<file path="src/rtl/parity_gen_pkg.sv">
// parity_gen_pkg: shared mode/state enums and parity-bit selection for the parity stream generator
package parity_gen_pkg;
   typedef enum logic [1:0] {MODE_EVEN, MODE_ODD, MODE_ALT_EVEN, MODE_ALT_ODD} mode_t;
   typedef enum logic [1:0] {ST_IDLE, ST_SEND, ST_DONE} state_t;
   function automatic logic par_bit(mode_t m, logic i0);
      return m == MODE_EVEN ? 1'b0 : m == MODE_ODD ? 1'b1 : m == MODE_ALT_EVEN ? i0 : ~i0;
   endfunction
endpackage

</file>
<file path="src/rtl/parity_stream_gen_if.sv">
// parity_stream_gen_if: command channel plus valid/ready byte stream of the parity generator
interface parity_stream_gen_if #(parameter int DATA_W = 8, parameter int LEN_W = 8);
   logic              cmd_valid;
   logic              cmd_ready;
   logic [1:0]        cmd_mode;
   logic [LEN_W-1:0]  cmd_len;
   logic [DATA_W-1:0] cmd_seed;
   logic              out_valid;
   logic              out_ready;
   logic [DATA_W-1:0] out_data;
   modport master(input cmd_valid, cmd_mode, cmd_len, cmd_seed, out_ready,
                  output cmd_ready, out_valid, out_data);
   modport slave(output cmd_valid, cmd_mode, cmd_len, cmd_seed, out_ready,
                 input cmd_ready, out_valid, out_data);
endinterface

</file>
<file path="src/rtl/parity_stream_gen.sv">
// parity_stream_gen: emits a commanded burst of bytes whose LSB follows the commanded parity pattern
module parity_stream_gen
   import parity_gen_pkg::*;
#(
   parameter int DATA_W = 8,
   parameter int LEN_W  = 8
) (
   input  logic             clk,
   input  logic             reset,
   parity_stream_gen_if.master bus,
   output logic             busy,
   output logic             done,
   output logic [LEN_W-1:0] sent_cnt,
   output logic             last_odd
);
   state_t            state;
   mode_t             mode;
   logic [LEN_W-1:0]  len;
   logic [LEN_W-1:0]  idx;
   logic [LEN_W-1:0]  idx_n;
   logic [DATA_W-2:0] seed_hi;
   logic              xfer;
   assign bus.cmd_ready = state == ST_IDLE;
   assign xfer          = bus.out_valid && bus.out_ready;
   assign idx_n         = idx + LEN_W'(1);
   always_ff @(posedge clk or posedge reset)
      if (reset) begin
         state         <= ST_IDLE;
         mode          <= MODE_EVEN;
         len           <= '0;
         idx           <= '0;
         seed_hi       <= '0;
         bus.out_valid <= 1'b0;
         bus.out_data  <= '0;
         busy          <= 1'b0;
         done          <= 1'b0;
         sent_cnt      <= '0;
         last_odd      <= 1'b0;
      end else
         case (state)
            ST_IDLE: if (bus.cmd_valid) begin
               mode          <= mode_t'(bus.cmd_mode);
               len           <= bus.cmd_len;
               seed_hi       <= bus.cmd_seed[DATA_W-1:1];
               idx           <= '0;
               sent_cnt      <= '0;
               busy          <= 1'b1;
               bus.out_data  <= {bus.cmd_seed[DATA_W-1:1], par_bit(mode_t'(bus.cmd_mode), 1'b0)};
               bus.out_valid <= bus.cmd_len != '0;
               done          <= bus.cmd_len == '0;
               state         <= bus.cmd_len != '0 ? ST_SEND : ST_DONE;
            end
            ST_SEND: if (xfer) begin
               sent_cnt <= sent_cnt + LEN_W'(1);
               last_odd <= bus.out_data[0];
               if (idx == len - LEN_W'(1)) begin
                  bus.out_valid <= 1'b0;
                  done          <= 1'b1;
                  state         <= ST_DONE;
               end else begin
                  // next byte is prepared on the transfer edge so the stream never bubbles
                  idx          <= idx_n;
                  bus.out_data <= {seed_hi + (DATA_W-1)'(idx_n), par_bit(mode, idx_n[0])};
               end
            end
            ST_DONE: begin
               done  <= 1'b0;
               busy  <= 1'b0;
               state <= ST_IDLE;
            end
            default: state <= ST_IDLE;
         endcase
endmodule

</file>
<file path="src/flat_wrapper.sv">
// flat-port wrapper written by rule: the top's interface ports become plain ports
module parity_stream_gen_flat import parity_gen_pkg::*;
#(
   parameter int DATA_W = 8,
   parameter int LEN_W  = 8
)
  (clk, reset, busy, done, sent_cnt, last_odd, bus_cmd_valid, bus_cmd_mode, bus_cmd_len, bus_cmd_seed, bus_out_ready, bus_cmd_ready, bus_out_valid, bus_out_data);
  parity_stream_gen_if #(.DATA_W(DATA_W), .LEN_W(LEN_W)) bus_i ();
  input  logic clk;
  input  logic reset;
  output logic busy;
  output logic done;
  output logic [LEN_W-1:0] sent_cnt;
  output logic last_odd;
  input wire logic [$bits(bus_i.cmd_valid)-1:0] bus_cmd_valid;
  input wire logic [$bits(bus_i.cmd_mode)-1:0] bus_cmd_mode;
  input wire logic [$bits(bus_i.cmd_len)-1:0] bus_cmd_len;
  input wire logic [$bits(bus_i.cmd_seed)-1:0] bus_cmd_seed;
  input wire logic [$bits(bus_i.out_ready)-1:0] bus_out_ready;
  output wire logic [$bits(bus_i.cmd_ready)-1:0] bus_cmd_ready;
  output wire logic [$bits(bus_i.out_valid)-1:0] bus_out_valid;
  output wire logic [$bits(bus_i.out_data)-1:0] bus_out_data;
  assign bus_i.cmd_valid = bus_cmd_valid;
  assign bus_i.cmd_mode = bus_cmd_mode;
  assign bus_i.cmd_len = bus_cmd_len;
  assign bus_i.cmd_seed = bus_cmd_seed;
  assign bus_i.out_ready = bus_out_ready;
  assign bus_cmd_ready = bus_i.cmd_ready;
  assign bus_out_valid = bus_i.out_valid;
  assign bus_out_data = bus_i.out_data;
  parity_stream_gen #(.DATA_W(DATA_W), .LEN_W(LEN_W)) u_core (.clk(clk), .reset(reset), .bus(bus_i), .busy(busy), .done(done), .sent_cnt(sent_cnt), .last_odd(last_odd));
endmodule
</file>
<file path="config.mk">
export PLATFORM = sky130hd
export DESIGN_NAME = parity_stream_gen_flat
export DESIGN_NICKNAME = d
export VERILOG_FILES = /design/src/rtl/parity_gen_pkg.sv /design/src/rtl/parity_stream_gen_if.sv /design/src/rtl/parity_stream_gen.sv /design/src/flat_wrapper.sv
export SDC_FILE = /design/constraint.sdc
export NUM_CORES = 1
export LEC_CHECK = 0
export BUFFER_PORTS_ARGS = -buffer_cell sky130_fd_sc_hd__clkbuf_2
export CORE_UTILIZATION = 52
export DETAILED_ROUTE_END_ITERATION = 10
export PLACE_DENSITY_LB_ADDON = 0.15
export SYNTH_ARGS = -nofsm -noshare
export SYNTH_HDL_FRONTEND = slang
export SYNTH_SLANG_ARGS = --single-unit
</file>
<file path="constraint.sdc">
create_clock -name clk -period 2.08 [get_ports clk]
set_input_delay 0.312 -clock clk [delete_from_list [all_inputs] [get_ports clk]]
set_output_delay 0.312 -clock clk [all_outputs]
set_load 0.02 [all_outputs]
</file>
==> results.md, run 1 <==
- CTS tree: done
- Vias in the first global route: roughly 2.5k
- Reg area: 1180 sq um
- Total number of vias: about 2.5k
- Fillers: approximately 370
- Async SR Flop Fraction: 1.00
- Pwr Density: between 1000 and 1500 nW/um^2
- Pin count of the biggest net entering global routing: 48
- Yosys warning count: 0
- Period utilization: 1.08
- WL per Instance: between 15 and 20 microns
- Port bufs: about 40
- CP Capture Type: flip-flop
- Clock Path Buffers: 2
- Setup crit start kind: flip-flop
- Number of flops mapped to enable cells by yosys: 0
- Worst path max stage delay: about 0.52 ns
- Area delta synth->final: 31.6%
- Most frequent cells in the layout: dfrtp_1 (46), buf_4 (44), clkbuf_2 (41), mux2_2 (26), nor2_1 (18)
- Final setup fails: 18
- Global route overflow: 0
- Synthesized Nets: roughly 320
- ANT cells: 0
- Multi-input logic area: ~1800 sq um
- Crit path DAT: between 2 and 2.5 ns
- Total GRT Usage: 0.245
- Antenna viol nets, final: 0
- Sequential power share: 0.286
- Die height: between 70 and 80 microns
- Die area: 5850 sq um
- Clock Latency Late Sink: about 0.30 ns
- Psw: roughly 2.2 mW
- Worst slew margin: 0.629
- Flop-to-flop setup slack: -0.17 ns
- Cell Int Power: 3.16 mW
- Initial antenna violation count: 0
- Total power: approximately 5.4 mW
- Status: finished with violations
- Hold Slack: approximately 0.017 ns
- Count of final hold-check violations: 0
- Vias per inst: between 5 and 6
- CTS Buf Count: 5
- Combinational share of power: 0.600
- Setup Skew: about 0.0047 ns
- Hold WC Path Type: input pin to async pin
- Register bit count reported by yosys: 47
- I/O pins: 43
- Fin area: ~3800 sq um
- Cells after DPL: 424
- Width of the die: about 76 microns
- Max H-tree Level: 2
- Max Cap Viol: 0
- Gp weighted congestion: around 0.83
- CP required: about 2.3 ns
- Starting Density: 0.551
- CP Max Fanout: 5
- Register area share after synthesis: 0.408
- Worst-path cell chain: or4_1, a2111o_1, buf_6, a41oi_4, o21ai_2, mux2_4
- CP Class: flip-flop to flip-flop
- Final Max Slew Viols: 0
- Worst slack, placed: -0.153 ns
- Synth Instances: 280
- Post-Syn Area: a little under 3000 sq um
- Syn avg cell area: between 10 and 15 sq um
- Non-Filler Instances: 440
- Hpwl dp: ~4.7 mm
- Worst slew pin tran: 0.551 ns
- First-pass GRT wire length: ~11 mm
- RSZ-0062 raised after global routing: true
- Synth Flop Type: dfrtp_1
- Fraction of layout cells with a size suffix above 1: 0.438
- Drt first pass iters: 4
- Root buf cell: clkbuf_8
- Rows: 26
- Final Util: 0.725
- Final worst slack: -0.169 ns
- CTS Sinks: 47
- Nets@finish: ~400
- Placement Cell Area: ~3500 sq um
- Max Freq: roughly 440 MHz
- Failing checks: negative setup slack
- Most common cell after layout, fill and taps aside: dfrtp_1
- CTS hold repair buffers: 0
- Clock power share: 0.115
- Peak supply drop: ~0.8 mV
- Setup tns final: -2.10 ns
- Final min period: between 2 and 2.5 ns
- Slowest library cell on the worst path: or4_1
- Clk slew on worst S/H paths: 0.09 ns
- Leakage: around 1.7 nW
- Yosys cell types: 52
- Starting DRT DRC Count: around 100
- Core area: 5240 sq um
- Switch share: 0.411
- DRC Markers: 0
- WL final: around 6.9 mm
==> synthesized netlist by cell type, drive strengths merged (3+ instances only) <==
cell    number  share of area
clkbuf       7         0.0091
xnor2       11          0.033
nand3       10          0.017
nor2        19          0.025
nand2       13          0.017
a21oi        9          0.016
dfrtp       47           0.41
nor3         7          0.012
and3         6          0.013
o211ai       3         0.0078
ha          13          0.056
a31oi        6          0.013
nor2b        3         0.0065
nor4         3         0.0065
mux2i        4          0.014
o21ai       13          0.024
a211oi       3         0.0078
inv         20          0.026
nand4        3         0.0065
xor2        10          0.030
mux2        28           0.11
o22ai        4         0.0087
==> routing by layer <==
layer | GRT usage | vias to the layer above | share of wire
li1 | - | 1205 | -
met4 | 0.0923 | 0 | 0.016
met5 | 0 | - | 0
met1 | 0.308 | 1218 | 0.46
met2 | 0.417 | 63 | 0.49
met3 | 0.0467 | 11 | 0.036
==> power groups by stage <==
stage,clock network (mW),registers [mW],logic [mW]
detailed placement,0,1.54,2.91
global route,0.663,1.60,3.46
finish,0.615,1.53,3.21
CTS,0.628,1.52,3.06
floorplan,0,1.67,1.82
global placement,0,1.51,2.84
==> critical path: cells and delay by family, from the launching register on <==
kind / cells / cell delay [ns]
flops: 1 / 0.42
compound gates: 3 / 0.74
simple gates: 1 / 0.52
buf+inv: 1 / 0.15
mux: 1 / 0.32
==> repair_timing <==
action	4_1_cts	5_1_grt
cloned	1	2
gates resized for setup	12	16
buffers inserted	3	2
endpoints found under the setup margin	17	20
pin swaps	6	13
==> registers in the layout, summed over array words and instances, names as in the netlist <==
register              count
u_core.bus.out_valid      1
u_core.bus.out_data       8
u_core.mode               2
u_core.busy               1
u_core.last_odd           1
u_core.sent_cnt           8
u_core.idx                8
u_core.state              2
u_core.len                8
u_core.seed_hi            7
u_core.done               1
==> cells by family after synthesis <==
kind of cell    count (synthesis)  share of synthesized area
xor+xnor                       22                     0.0716
flops                          47                      0.408
compound gates                 60                      0.154
simple gates                   76                      0.134
mux                            32                      0.126
fa+ha+maj                      14                     0.0633
buf+inv                        29                     0.0430
==> path summary, 6_finish.rpt <==
check / startpoint / end / depth (start not counted)
min in group clk: bus_cmd_mode[1] / u_core.mode[1] / 2
max in group asynchronous: reset / u_core.idx[0] / 3
max reg2reg: u_core.len[1] / u_core.bus.out_data[1] / 6
min reg2reg: u_core.busy / u_core.busy / 2
min: reset / u_core.last_odd / 3
max: u_core.len[1] / u_core.bus.out_data[1] / 6
==> cell type report <==
cell class,instances,share of cell area
clock buffers,8,0.0264
inverters,20,0.0198
multi-input cells,206,0.465
flip-flops and latches,47,0.310
well taps,70,0.0231
repair buffers,89,0.155
Power figures use the tool's default switching activity.
==> inputs of run 2 (changes only) <==
--- a/config.mk
+++ b/config.mk
@@ -6,7 +6,8 @@
 export NUM_CORES = 1
 export LEC_CHECK = 0
 export BUFFER_PORTS_ARGS = -buffer_cell sky130_fd_sc_hd__clkbuf_2
-export CORE_UTILIZATION = 52
+export CORE_UTILIZATION = 53
+export CTS_BUF_LIST = sky130_fd_sc_hd__clkbuf_4 sky130_fd_sc_hd__clkbuf_8
 export DETAILED_ROUTE_END_ITERATION = 10
 export PLACE_DENSITY_LB_ADDON = 0.15
 export SYNTH_ARGS = -nofsm -noshare
==> results.md, run 2 (synthesis gave the netlist of run 1 again) <==
- Cells after DPL: ~430
- Pin count of the biggest net entering global routing: 21
- Crit path max-delay family: compound AO/OA/AOI/OAI gates
- Count of final hold-check violations: 0
- Port bufs: 41
- Pwr Density: between 1000 and 1500 nW/um^2
- I/O pins: 43
- Vias in the first global route: 2458
- Most common cell after layout, fill and taps aside: buf_4
- DRC Markers: 0
- WL final: 7.33 mm
- Starting Density: 0.558
- Clock Latency Late Sink: slightly above 0.3 ns
- Final min period: 2.20 ns
- Final Max Slew Viols: 0
- First-pass GRT wire length: between 10 and 15 mm
- Nets@finish: 412
- Antenna viol nets, final: 0
- Max Freq: 456 MHz
- Hold WC Path Type: input pin to flip-flop
- Status: finished with violations
- WP buf/inv: 2
- Clk slew on worst S/H paths: 0.09 ns
- Drt first pass iters: 4
- Worst slew pin tran: between 0.5 and 0.6 ns
- Worst-path cell chain: or4_4, a2111o_1, a41oi_2, o21ai_4, buf_12, buf_6, o211ai_1
- Leakage: 1.81 nW
- Placement Cell Area: between 3000 and 4000 sq um
- Setup crit start kind: flip-flop
- Non-Filler Instances: roughly 450
- Period utilization: 1.06
- Final Util: 0.767
- Crit path DAT: approximately 2.4 ns
- Gp weighted congestion: 0.869
- Max Cap Viol: 0
- CP required: around 2.3 ns
- Root buf cell: clkbuf_8
- CP Max Fanout: 9
- Global route overflow: 0
- Fin area: between 3000 and 4000 sq um
- Worst slew margin: 0.631
- Most frequent cells in the layout: buf_4 (50), dfrtp_1 (46), clkbuf_2 (41), mux2_2 (24)
- Hold Slack: 0.231 ns
- Final setup fails: 12
- Setup Skew: roughly 0.013 ns
- Starting DRT DRC Count: 107
- Hpwl dp: slightly below 5 mm
- Total GRT Usage: 0.261
- Die height: 75.8 microns
- Rows: 26
- Clock Path Buffers: 2
- Initial antenna violation count: 0
- Slowest library cell on the worst path: or4_4
- Total number of vias: 2534
- Total power: about 5.7 mW
- Peak supply drop: ~0.99 mV
- CTS Sinks: 47
- Vias per inst: 5.67
- Worst path max stage delay: around 0.52 ns
- Width of the die: between 70 and 80 microns
- Fraction of layout cells with a size suffix above 1: 0.493
- Area delta synth->final: 37.5%
- Core area: just over 5000 sq um
- WL per Instance: 16.4 microns
- CTS tree: done
- CP Class: flip-flop to flip-flop
- ANT cells: 0
- Failing checks: negative setup slack
- Fillers: around 340
- RSZ-0062 raised after global routing: true
- Die area: 5740 sq um
- Final worst slack: -0.115 ns
- CTS Buf Count: 5
- Max H-tree Level: 2
- CP Capture Type: flip-flop
[run 2: layout make-up]
class,instances,area (sq um),area share
multi-input cells,204,1860,0.469
clock buffers,6,82.6,0.0208
flip-flops and latches,47,1180,0.297
inverters,20,75.1,0.0189
repair buffers,98,667,0.168
clock inverters,2,16.3,0.00410
well taps,70,87.6,0.0221
[run 2: repair_timing]
item	CTS	global route
setup endpoints to repair	19	21
pin swaps	9	16
buffers inserted	5	3
endpoints found under the hold margin	16	0
cloned	0	1
hold buffers	1	0
gates resized for setup	21	34
[run 2: power breakdown]
part	switching, mW	leakage (nW)	internal (mW)
registers	0.284	0.586	1.26
clock network	0.322	0.0474	0.272
logic	1.72	1.18	1.80
[run 2: path summary, 6_finish.rpt]
kind | from | endpoint | slack [ns] | depth (start not counted)
max reg2reg | u_core.len[1] | u_core.idx[2] | -0.12 | 7
max | u_core.len[1] | u_core.idx[2] | -0.12 | 7
min reg2reg | u_core.busy | u_core.busy | 0.50 | 2
min in group asynchronous | reset | u_core.busy | 0.51 | 3
min | bus_cmd_mode[1] | u_core.mode[1] | 0.23 | 2
max in group asynchronous | reset | u_core.idx[0] | 1.00 | 4
[run 2: per-stage QoR]
stage	setup WS [ns]	TNS (ns)
2_1_floorplan	-0.104	-0.152
3_3_place_gp	-0.124	-1.23
3_5_place_dp	-0.198	-1.78
4_1_cts	-0.0853	-0.465
5_1_grt	-0.187	-1.81
6_report	-0.115	-0.669
[run 2: metal layers]
metal | wire length (microns) | global-route usage | vias to the layer above
li1 | - | - | 1222
met1 | 3230 | 0.327 | 1240
met5 | 0 | 0 | -
met4 | 82 | 0.0926 | 0
met2 | 3700 | 0.449 | 63
met3 | 313 | 0.0489 | 9
==> inputs of run 3 (changes only) <==
--- a/config.mk
+++ b/config.mk
@@ -10,6 +10,7 @@
 export CTS_BUF_LIST = sky130_fd_sc_hd__clkbuf_4 sky130_fd_sc_hd__clkbuf_8
 export DETAILED_ROUTE_END_ITERATION = 10
 export PLACE_DENSITY_LB_ADDON = 0.15
+export RECOVER_POWER = 100
 export SYNTH_ARGS = -nofsm -noshare
 export SYNTH_HDL_FRONTEND = slang
 export SYNTH_SLANG_ARGS = --single-unit
==> results.md, run 3 (synthesis gave the netlist of run 1 again) <==
- Non-Filler Instances: between 400 and 500
- Starting Density: 0.558
- Worst r2r dst: u_core.idx[2]
- Status: finished with violations
- Clk slew on worst S/H paths: 0.10 ns
- Count of final hold-check violations: 0
- Worst slew pin tran: 0.721 ns
- Vias per inst: between 5 and 6
- Combinational share of power: 0.619
- Placement Cell Area: around 3500 sq um
- Flop-to-flop setup slack: -0.12 ns
- Clock Path Buffers: 2
- Total number of vias: ~2.5k
- First-pass GRT wire length: roughly 11 mm
- Starting DRT DRC Count: roughly 120
- Fillers: between 300 and 400
- Port bufs: 41
- CTS Buf Count: 5
- Pin count of the biggest net entering global routing: 21
- Setup crit start kind: flip-flop
- Hold path endpoint: u_core.mode[1]
- Period utilization: 1.06
- Max Cap Viol: 0
- Clock Latency Late Sink: slightly above 0.3 ns
- CP required: 2.29 ns
- Cells after DPL: 429
- Core area: slightly above 5000 sq um
- Fin area: between 3000 and 4000 sq um
- Rows: 26
- Critical hold path startpoint: bus_cmd_mode[1]
- ANT cells: 0
- Worst slew margin: 0.519
- Drt first pass iters: 4
- Cell Int Power: 3.28 mW
- DRC Markers: 0
- Worst R2R Start: u_core.len[1]
- Final Max Slew Viols: 0
- RSZ-0062 raised after global routing: true
- Final worst slack: -0.117 ns
- WL per Instance: around 16 microns
- Hold Path Depth: 2
- Psw: 2.32 mW
- Peak supply drop: just under 1 mV
- Crit path DAT: 2.41 ns
- CTS Sinks: 47
- Sequential power share: 0.274
- Setup Skew: around 0.015 ns
- CP Max Fanout: 9
- CP Capture Type: flip-flop
- Worst slack, placed: -0.198 ns
- Max H-tree Level: 2
- Final setup fails: 12
- Max Freq: 455 MHz
- WL final: ~7.3 mm
- Clock power share: 0.107
- CTS tree: done
- Failing checks: negative setup slack
- Initial antenna violation count: 0
- Most frequent cells in the layout: buf_4 (46), dfrtp_1 (46), clkbuf_2 (25), mux2_2 (24), clkbuf_1 (20)
- Fraction of layout cells with a size suffix above 1: 0.432
- Root buf cell: clkbuf_8
- Area delta synth->final: 36.1%
- Gp weighted congestion: ~0.87
- Hpwl dp: a little under 5 mm
- Cells on worst reg2reg path: 7
- Width of the die: between 70 and 80 microns
- CP Class: flip-flop to flip-flop
- Vias in the first global route: roughly 2.5k
- Total power: roughly 5.6 mW
- Hold WC Path Type: input pin to flip-flop
- Total GRT Usage: 0.261
- Pwr Density: 1430 nW/um^2
- Antenna viol nets, final: 0
- Leakage: between 1.5 and 2 nW
- Final min period: roughly 2.2 ns
- I/O pins: 43
- Global route overflow: 0
- Nets@finish: a little over 400
- Setup tns final: -0.669 ns
- Worst setup path startpoint: u_core.len[1]
- Switch share: 0.415
- Die area: roughly 5700 sq um
- Die height: 75.8 microns
## run 3: area by class of cell
| class | instances | area [sq um] | area share |
|---|---|---|---|
| clock buffer | 6 | 82.6 | 0.0210 |
| inverter | 20 | 75.1 | 0.0191 |
| clock inverter | 2 | 16.3 | 0.00415 |
| multi-input combinational | 204 | 1850 | 0.472 |
| tap | 70 | 87.6 | 0.0223 |
| timing repair buffer | 98 | 632 | 0.161 |
| sequential | 47 | 1180 | 0.300 |
## run 3: worst max-delay path by stage
stage                     slack, ns                     end
after floorplan               -0.10  u_core.bus.out_data[7]
after global placement        -0.12           u_core.idx[7]
after detailed placement      -0.20  u_core.bus.out_data[7]
after CTS                     -0.09  u_core.bus.out_data[7]
after global routing          -0.19           u_core.idx[2]
final                         -0.12           u_core.idx[2]
## run 3: power groups by stage
stage | registers, mW | clock network [mW] | logic, mW
3_3_place_gp | 1.52 | 0 | 2.97
6_report | 1.54 | 0.598 | 3.47
3_5_place_dp | 1.54 | 0 | 3.04
5_1_grt | 1.59 | 0.634 | 3.75
2_1_floorplan | 1.67 | 0 | 1.82
4_1_cts | 1.53 | 0.610 | 3.24
## run 3: worst max-delay path: stages (launching register included)
cell and delay, ns:
dfrtp_1 0.41, or4_4 0.52, a2111o_1 0.36, a41oi_2 0.22, o21ai_4 0.10, buf_12 0.15, buf_6 0.13, o211ai_1 0.20
## run 3: timing repair
| action | CTS | global route |
|---|---|---|
| hold buffers | 1 | 0 |
| endpoints found under the hold margin | 16 | 0 |
| gates resized for setup | 21 | 34 |
| cloned | 0 | 1 |
| setup buffers | 5 | 3 |
| endpoints found under the setup margin | 19 | 21 |
| pin swaps | 9 | 16 |
## run 3: routing by layer
| metal | vias up | part of all wire | GRT usage |
|---|---|---|---|
| li1 | 1222 | - | - |
| met1 | 1241 | 0.44 | 0.327 |
| met2 | 58 | 0.50 | 0.449 |
| met3 | 11 | 0.044 | 0.0489 |
| met4 | 0 | 0.011 | 0.0926 |
| met5 | - | 0 | 0 |
## run 3: through the flow
stage / hold slack [ns] / utilization
after floorplan: 0.463 / -
after global placement: 0.304 / 0.682
after detailed placement: 0.311 / 0.682
after CTS: 0.234 / 0.729
after global routing: 0.235 / 0.759
final: 0.226 / 0.759
